## config.mk

```make
export PLATFORM = sky130hd
export DESIGN_NAME = deadlock_confirm_reporter
export DESIGN_NICKNAME = d
export VERILOG_FILES = /design/src/rtl/deadlock_confirm_reporter.sv
export SDC_FILE = /design/constraint.sdc
export NUM_CORES = 1
export LEC_CHECK = 0
export BUFFER_PORTS_ARGS = -buffer_cell sky130_fd_sc_hd__buf_4
export CORE_UTILIZATION = 48
export DETAILED_ROUTE_END_ITERATION = 16
export PLACE_DENSITY = 0.79
export SYNTH_ARGS = -nofsm -noshare
export SYNTH_HDL_FRONTEND = slang
export SYNTH_SLANG_ARGS = --single-unit
```

## constraint.sdc

```tcl
create_clock -name clock -period 1.65 [get_ports clock]
set_clock_uncertainty 0.05 [all_clocks]
set_input_delay 0.0825 -clock clock [delete_from_list [all_inputs] [get_ports clock]]
set_output_delay 0.0825 -clock clock [all_outputs]
set_load 0.01 [all_outputs]
```

## src/rtl/deadlock_confirm_reporter.sv

```systemverilog
// Debounces the deadlock monitor's block flag and, once a blockage persists for
// CONFIRM_CYCLES samples, offers one report record and then requests simulation stop.
// Optional macro DEADLOCK_SNAPSHOT_CHECK_EN restarts the count whenever the blocked channel set changes.
module deadlock_confirm_reporter #(
  parameter int AXIS_W         = 4,
  parameter int CONFIRM_CYCLES = 1000,
  parameter int CNT_W          = 16
) (
  input  logic              clock,
  input  logic              reset,
  input  logic              block,
  input  logic [AXIS_W-1:0] axis_block_info,
  input  logic              clear,
  output logic              report_valid,
  input  logic              report_ready,
  output logic [AXIS_W-1:0] report_info,
  output logic [CNT_W-1:0]  report_cycles,
  output logic [CNT_W-1:0]  suspect_cnt,
  output logic              deadlock_found,
  output logic              stop_sim
);

  typedef enum logic [1:0] {
    S_IDLE    = 2'd0,
    S_SUSPECT = 2'd1,
    S_REPORT  = 2'd2,
    S_HALT    = 2'd3
  } state_t;

  localparam logic [CNT_W-1:0] CONF_CNT    = CNT_W'(CONFIRM_CYCLES);
  localparam logic [CNT_W-1:0] CONF_CNT_M1 = CNT_W'(CONFIRM_CYCLES - 1);

  state_t              state_q, state_d;
  logic [CNT_W-1:0]    cnt_q, cnt_d;
  logic [AXIS_W-1:0]   snap_q, snap_d;
  logic                valid_q, valid_d;
  logic                stop_q, stop_d;
  logic                found_q, found_d;
  logic [AXIS_W-1:0]   info_q, info_d;
  logic [CNT_W-1:0]    cycles_q, cycles_d;

  always_comb begin
    state_d = state_q;
    cnt_d   = cnt_q;
    snap_d  = snap_q;
    if (clear) begin
      state_d = S_IDLE;
      cnt_d   = '0;
      snap_d  = '0;
    end else begin
      case (state_q)
        S_IDLE: begin
          if (block) begin
            snap_d = axis_block_info;
            if (CONFIRM_CYCLES == 1) begin
              state_d = S_REPORT;
              cnt_d   = CONF_CNT;
            end else begin
              state_d = S_SUSPECT;
              cnt_d   = {{(CNT_W-1){1'b0}}, 1'b1};
            end
          end else begin
            cnt_d = '0;
          end
        end
        S_SUSPECT: begin
          if (!block) begin
            state_d = S_IDLE;
            cnt_d   = '0;
            snap_d  = '0;
          end else begin
            // Confirmation is judged on the pre-restart count; a moved channel set only restarts otherwise.
            if (cnt_q == CONF_CNT_M1) begin
              state_d = S_REPORT;
              cnt_d   = CONF_CNT;
            end else begin
              cnt_d = cnt_q + {{(CNT_W-1){1'b0}}, 1'b1};
            end
`ifdef DEADLOCK_SNAPSHOT_CHECK_EN
            if (axis_block_info != snap_q) begin
              snap_d = axis_block_info;
              if (cnt_q != CONF_CNT_M1) begin
                cnt_d = {{(CNT_W-1){1'b0}}, 1'b1};
              end else begin
                cnt_d = CONF_CNT;
              end
            end else begin
              snap_d = snap_q;
            end
`else
            snap_d = snap_q;
`endif
          end
        end
        S_REPORT: begin
          if (valid_q && report_ready) begin
            state_d = S_HALT;
          end else begin
            state_d = S_REPORT;
          end
        end
        S_HALT: begin
          state_d = S_HALT;
        end
        default: begin
          state_d = S_IDLE;
          cnt_d   = '0;
          snap_d  = '0;
        end
      endcase
    end
  end

  // Output flops are loaded from next-state so they line up with the state register.
  always_comb begin
    valid_d  = (state_d == S_REPORT);
    stop_d   = (state_d == S_HALT);
    found_d  = (state_d == S_REPORT) || (state_d == S_HALT);
    if (found_d) begin
      info_d   = snap_d;
      cycles_d = cnt_d;
    end else begin
      info_d   = '0;
      cycles_d = '0;
    end
  end

  always_ff @(posedge clock or posedge reset) begin
    if (reset) begin
      state_q  <= S_IDLE;
      cnt_q    <= '0;
      snap_q   <= '0;
      valid_q  <= 1'b0;
      stop_q   <= 1'b0;
      found_q  <= 1'b0;
      info_q   <= '0;
      cycles_q <= '0;
    end else begin
      state_q  <= state_d;
      cnt_q    <= cnt_d;
      snap_q   <= snap_d;
      valid_q  <= valid_d;
      stop_q   <= stop_d;
      found_q  <= found_d;
      info_q   <= info_d;
      cycles_q <= cycles_d;
    end
  end

  assign report_valid   = valid_q;
  assign stop_sim       = stop_q;
  assign deadlock_found = found_q;
  assign report_info    = info_q;
  assign report_cycles  = cycles_q;
  assign suspect_cnt    = cnt_q;

endmodule

```

Yosys cells after proc, flatten, opt, wreduce, memory -nomap -nowiden --
Index checks and enable logic that the tools add are counted.
Storage, ports and cells: register bits 45, input bits 9, output and inout bits 39, logic and storage cells 35
Operators by class: add/subtract/negate cells 1, eq/ne operators 6, mux-type cells 17, reductions and logical operators 3
Operators with widths (count):
- 2-to-1 mux 16 bit | 4
- case mux 16 bit (2 select lines) | 1
- adder 16 x 1 -> 16 bit (second input constant) | 1
- == test 16 x 10 -> 1 bit (second input constant) | 1
- 2-to-1 mux 4 bit | 4
- == test 2 bit (second input constant) | 4
- 2-to-1 mux 2 bit | 4
- case mux 2 bit (4 select lines) | 1
- case mux 4 bit (2 select lines) | 1
- == test 2 x 1 -> 1 bit (second input constant) | 1
- logical NOT 2 bit | 1
- 2-to-1 mux 1 bit | 2
- logical AND 1 bit | 1
- logical OR 1 bit | 1

Depth between registers and ports, before layout --
Gate-level depths: netlist of run 1.
depth in word-level cells 8, mapped depth 6, depth with buffers taken out 5

Worst setup path after synthesis of run 1 --
No wires, ideal clock.
path type reg-to-reg, start point reg cnt_q[0] (netlist: suspect_cnt[0]), end point reg cnt_q[3] (netlist: suspect_cnt[3]), library setup time 126 ps, arrival time 1510 ps, required time 1474 ps, slack -36 ps, stages on the path, launching flop included 6, buffers on the path 1, period minus slack after synthesis 1686 ps, cells stage by stage dfrtp_1 -> ha_1 -> and4bb_2 -> and4_1 -> buf_6 -> o311a_1
On the way: longest elaborated chain between the ends 5, elaborated cells between the ends (all ways) 6, those cells by class add/sub (1); eq/ne (1); mux (4)
Ends and longest elaborated chain:
- start, declared | line 34 | logic [CNT_W-1:0] cnt_q, cnt_d;
- start signal, assigned | line 140 | cnt_q <= cnt_d;
- adder 16 x 1 -> 16 bit / == test 16 x 10 -> 1 bit (equally long branches) | line 77, 73
- 2-to-1 mux 16 bit (*) | line 73 | if (cnt_q == CONF_CNT_M1) begin
- 2-to-1 mux 16 bit (*) | line 67 | if (!block) begin
- case mux 16 bit (2 select lines) (*) | line 51 | case (state_q)
- 2-to-1 mux 16 bit (*) | line 46 | if (clear) begin
- net cnt_d[3] | line 34
The timed path passes the listed nets; every way through them passes the cells marked *.

Final worst setup path of run 1 --
start point reg cnt_q[3] (netlist: suspect_cnt[3]), end point reg cnt_q[8] (netlist: suspect_cnt[8])
Same word-level chain as after synthesis.

==> results.toml, run 1 <==
[power]
pwr-share-clk = 0.373
power_frac_seq = 0.565
p_per_area_nw_per_um2 = 699.5
p_leak_nw = 1.357
peakVddDrop_v = 0.0005383
pwr-share-comb = 0.063
swShare = 0.2198
p_int_mw = 1.541
p_sw_mw = 0.4343

[floorplan]
fp.dieH_um = 67.96
core_area_sq_um = 4086
rows = 23
num_io_pins = 48
die_w_um = 67.96
initial_core_util = 0.5110
dieArea_sq_um = 4619

[logic_synthesis]
synthCells = 197
ys.warnings.count = 0
syn_nets = 207
synth_top_area_share = 0.5392
synth_seq_cells = 45
synth_edf_count = 0
ys_types = 47
ys_async_sr_fraction = 1.000
ys_seq_area_frac = 0.5392
synth_area_sq_um = 2088
postSynthAreaPerCell_sq_um = 10.60
yosys-top-cells-area = "dfrtp_1, xnor2_1, a21oi_1"
synth_ff_type = "dfrtp_1"
yosys.area.top_type = "dfrtp_1"
synth_top_cells_by_count = "dfrtp_1, nor2_1, a21oi_1"
synth_most_common_cell = "dfrtp_1"

[sta]
worstMarginPinSlew_ns = 0.3592
worst_slack_ns = 0.04197
slew_viol_final = 0
clock.fmax_ghz = 0.6219
setup_viol = 0
final_hold_viol_count = 0
slew_headroom = 0.7605
period_share = 0.9746
period_minus_slack_ns = 1.608

[min_path]
hp-class = "input port to flip-flop"

[clock_tree]
clk_latency_ns = 0.30
cts-root-buf = "clkbuf_8"
cts.path.max_buffers = 2
cts_htree_levels = 2
cts_tree = "built"
cts_buffers = 5
clk_pin_slew_ns = 0.08
numClockSinks = 45

[place]
pre_cts_ws_ns = -0.02469
dpl_cell_area_sq_um = 2663
gp_congestion = 0.8458
port_buffers = 47
dp_hpwl_um = 3385

[global_routing]
grt_max_degree = 30
antenna_found_initial = 0
grt_pass1_vias = 1632
gr-total-overflow = 0
grtUsageTotal = 0.2266
grt_pass1_wl_um = 7734

[critical_path]
cp-start-kind = "flip-flop"
crit_required_ns = 1.78
worstPathMaxFanout = 8
path_class = "flip-flop to flip-flop"
critPathCaptureType = "flip-flop"
cp.arrival_ns = 1.73

[run_status]
status = "finished, final reports clean"

[flow_run]
drv_cap = 0

[detailed_routing]
viasPerCell = 5.603
wl_per_cell_um = 15.80
wl_um = 5055
drc = 0
num_vias = 1793
drtIter0Drc = 76
ant_nets = 0
first_pass_iters = 4

[finish]
final-seq-area_sq_um = 1131
area_delta_synth_final_pct = 35.23
drive_gt1_frac = 0.3926
fin_area_sq_um = 2824
fin_nets = 279
antenna_cells = 0
multi_input_area_sq_um = 905.9
fill_cells = 315
==> flip-flops by register name, indices dropped and copies added, names as in the netlist <==
| register | cells |
|---|---|
| snap_q | 4 |
| stop_sim | 1 |
| state_q | 2 |
| suspect_cnt | 16 |
| report_valid | 1 |
| report_cycles | 16 |
| deadlock_found | 1 |
| report_info | 4 |
==> timing repair <==
action,4_1_cts,5_1_grt
cloned,0,0
resized for setup,2,9
hold buffers,1,0
endpoints found under the hold margin,28,0
endpoints found under the setup margin,14,19
setup buffers,0,1
pin swaps,0,3
==> metal layers <==
metal  GRT usage  vias up  wire [um]
met5           0        -          0
met4     0.09896        0         99
met3     0.05333       10        271
met2      0.3468       58       2473
met1      0.3040      880       2210
li1            -      845          -
==> logic make-up after synthesis <==
logic type                 synth area share
DFF                                  0.5392
and+or+nand+nor                      0.2397
xor gates and xnor gates            0.02936
buffers and inverters               0.04673
AOI/OAI and AO/OA                    0.1390
adders and majority gates          0.005991
==> layout make-up <==
cell class	count	share of cell area
flip-flops and latches	45	0.4005
clock buffers	7	0.03412
well taps	50	0.02215
repair buffers	78	0.2127
clock inverters	1	0.001772
multi-input cells	133	0.3208
inverters	6	0.007975
==> cell usage in the layout, fill, tap and decap left out, drive strengths merged, types with 2 or more instances in the layout <==
master / synthesis / final
o21ai: 10 / 10
clkinv: 0 / 2
o311a: 2 / 2
xnor2: 7 / 7
nor4: 6 / 6
buf: 9 / 77
nor3: 11 / 11
and3: 2 / 2
nand2b: 3 / 3
clkbuf: 4 / 7
o21a: 2 / 2
dfrtp: 45 / 45
a31oi: 7 / 7
and4bb: 2 / 2
a2bb2oi: 4 / 4
a21oi: 12 / 12
nand4b: 3 / 3
nor2b: 7 / 7
nand2: 10 / 10
nor2: 14 / 14
nand4: 6 / 6
inv: 6 / 5
and2: 9 / 9
nand3: 3 / 3
==> power by group through the flow <==
stage	clock network, mW	registers (mW)	logic (mW)
6_report	0.736	1.12	0.124
3_3_place_gp	0	1.14	0.119
3_5_place_dp	0	1.14	0.121
2_1_floorplan	0	1.14	0.0698
4_1_cts	0.747	1.12	0.123
5_1_grt	0.792	1.12	0.137
==> final timing paths <==
kind | start | end | slack (ns) | cells after the start
min in group asynchronous | reset | report_cycles[0] | 0.34 | 4
max reg2reg | suspect_cnt[3] | suspect_cnt[8] | 0.04 | 5
max | suspect_cnt[3] | suspect_cnt[8] | 0.04 | 5
max in group asynchronous | reset | suspect_cnt[2] | 0.65 | 5
min | report_ready | stop_sim | 0.05 | 3
min reg2reg | snap_q[0] | snap_q[0] | 0.49 | 2
==> worst max-delay path: stages (launching register included) <==
cell,delay [ns]
dfrtp_1,0.41
buf_4,0.19
nand4_1,0.17
nor3_2,0.24
a21oi_1,0.14
a311oi_2,0.29
==> metrics by stage <==
| stage | power, mW | TNS [ns] | std cells | utilization | hold WS, ns |
|---|---|---|---|---|---|
| 6_report | 1.975 | 0 | 320 | 0.6911 | 0.04957 |
| 5_1_grt | 2.045 | -0.09547 | 320 | 0.6911 | 0.06918 |
| 4_1_cts | 1.985 | 0 | 319 | 0.6806 | 0.04785 |
| 3_5_place_dp | 1.258 | -0.05822 | 310 | 0.6516 | 0.1200 |
| 3_3_place_gp | 1.256 | 0 | 310 | 0.6516 | 0.1203 |
| 2_1_floorplan | 1.209 | 0 | 197 | - | 0.2445 |
Note: power is estimated with default switching activity, not from simulation.
==> inputs of run 2 (changes only) <==
CORE_UTILIZATION = 44   (was 48)
PLACE_DENSITY = 0.74   (was 0.79)
==> results.toml, run 2 (synthesis gave the netlist of run 1 again) <==
[run_status]
status = "finished, final reports clean"

[critical_path]
reg2reg_from = "suspect_cnt[5]"
rrSetupSlack_ns = 0.07
r2r-end = "suspect_cnt[9]"
cp.arrival_ns = 1.71
critPathCaptureType = "flip-flop"
worstPathMaxFanout = 6
path_class = "flip-flop to flip-flop"
reg2reg_depth = 5
cp-start-kind = "flip-flop"
crit_required_ns = 1.78

[global_routing]
grt_pass1_vias = 1809
grtUsageTotal = 0.2250
antenna_found_initial = 0
grt_pass1_wl_um = 8756
grt_max_degree = 46
gr-total-overflow = 0

[clock_tree]
cts_setup_buffers = 0
cts-root-buf = "clkbuf_8"
cts_buffers = 5
clk_latency_ns = 0.30
cts_tree = "built"
clk_pin_slew_ns = 0.08
cts_htree_levels = 2
numClockSinks = 45
cts.path.max_buffers = 2

[sta]
setup_viol = 0
final_hold_viol_count = 0
whs_ns = 0.04517
period_minus_slack_ns = 1.584
period_share = 0.9598
worstMarginPinSlew_ns = 0.3589
slew_viol_final = 0
slew_headroom = 0.7576
clock.fmax_ghz = 0.6314
worst_slack_ns = 0.06626

[flow_run]
drv_cap = 0

[floorplan]
fp.dieH_um = 70.89
dieArea_sq_um = 5025
initial_core_util = 0.4699
die_w_um = 70.89
rows = 24
num_io_pins = 48
core_area_sq_um = 4444

[detailed_routing]
drtIter0Drc = 151
first_pass_iters = 10
wl_per_cell_um = 15.80
ant_nets = 0
wl_um = 5086
num_vias = 1806
drc = 0
viasPerCell = 5.609

[min_path]
hp-class = "input port to flip-flop"
holdPathStages = 3
hold_end = "stop_sim"
hp-start = "report_ready"

[power]
p_per_area_nw_per_um2 = 675.4
peakVddDrop_v = 0.0003256
swShare = 0.2332
pwr-share-comb = 0.066
p_int_mw = 1.459
power_frac_seq = 0.586
pwr-share-clk = 0.347
total_power_mw = 1.903
p_sw_mw = 0.4438
p_leak_nw = 1.354

[finish]
fin_area_sq_um = 2818
drive_gt1_frac = 0.3889
fin_nets = 279
utilization = 0.6340
area_delta_synth_final_pct = 34.93
antenna_cells = 0
final_cell_mix = "buf_4, dfrtp_1, nor2_1"
mostFrequentLayoutCell = "buf_4"

[place]
port_buffers = 47
gp_congestion = 0.8423
dp_hpwl_um = 3523
dpl_cell_area_sq_um = 2673
pre_cts_ws_ns = -0.01670
## run 2: layout make-up
class | count | area, sq um
clock buffers | 6 | 72.57
clock inverters | 2 | 10.01
fillers | 375 | 1627
inverters | 6 | 22.52
multi-input cells | 133 | 918.4
flip-flops and latches | 45 | 1129
well taps | 52 | 65.06
repair buffers | 78 | 600.6
## run 2: metrics by stage
stage,setup TNS [ns],std cells
after floorplan,0,197
after global placement,0,313
after detailed placement,-0.03671,313
after CTS,0,322
after global routing,-0.02499,322
final,0,322
## run 2: timing repair
item	in CTS	in global routing
hold endpoints to repair	45	0
pin swaps	0	1
resized for setup	1	10
gates cloned	0	0
hold buffers	1	0
endpoints found under the setup margin	9	18
## run 2: power by group through the flow
stage               logic (mW)  registers, mW  clock network, mW
global route             0.141           1.12              0.719
global placement         0.122           1.14                  0
finish                   0.126           1.12              0.661
detailed placement       0.124           1.14                  0
floorplan               0.0698           1.14                  0
CTS                      0.126           1.12              0.675
## run 2: worst max path at each step
| stage | startpoint | to |
|---|---|---|
| finish | suspect_cnt[5] | suspect_cnt[9] |
| global route | suspect_cnt[0] | suspect_cnt[10] |
| CTS | suspect_cnt[3] | suspect_cnt[11] |
| detailed placement | suspect_cnt[3] | suspect_cnt[9] |
| global placement | suspect_cnt[3] | suspect_cnt[9] |
| floorplan | suspect_cnt[0] | suspect_cnt[3] |
## run 2: routing by layer
| metal | share of wire | up-vias | track usage |
|---|---|---|---|
| met1 | 0.47 | 904 | 0.3088 |
| met5 | 0 | - | 0 |
| met3 | 0.034 | 11 | 0.05271 |
| li1 | - | 844 | - |
| met4 | 0.022 | 0 | 0.08889 |
| met2 | 0.47 | 47 | 0.3472 |
## run 2: critical path, stage by stage (launching register included)
cell	delay, ns
dfrtp_1	0.42
buf_4	0.17
nand2_1	0.18
o311a_1	0.40
a21oi_1	0.14
a31oi_1	0.10
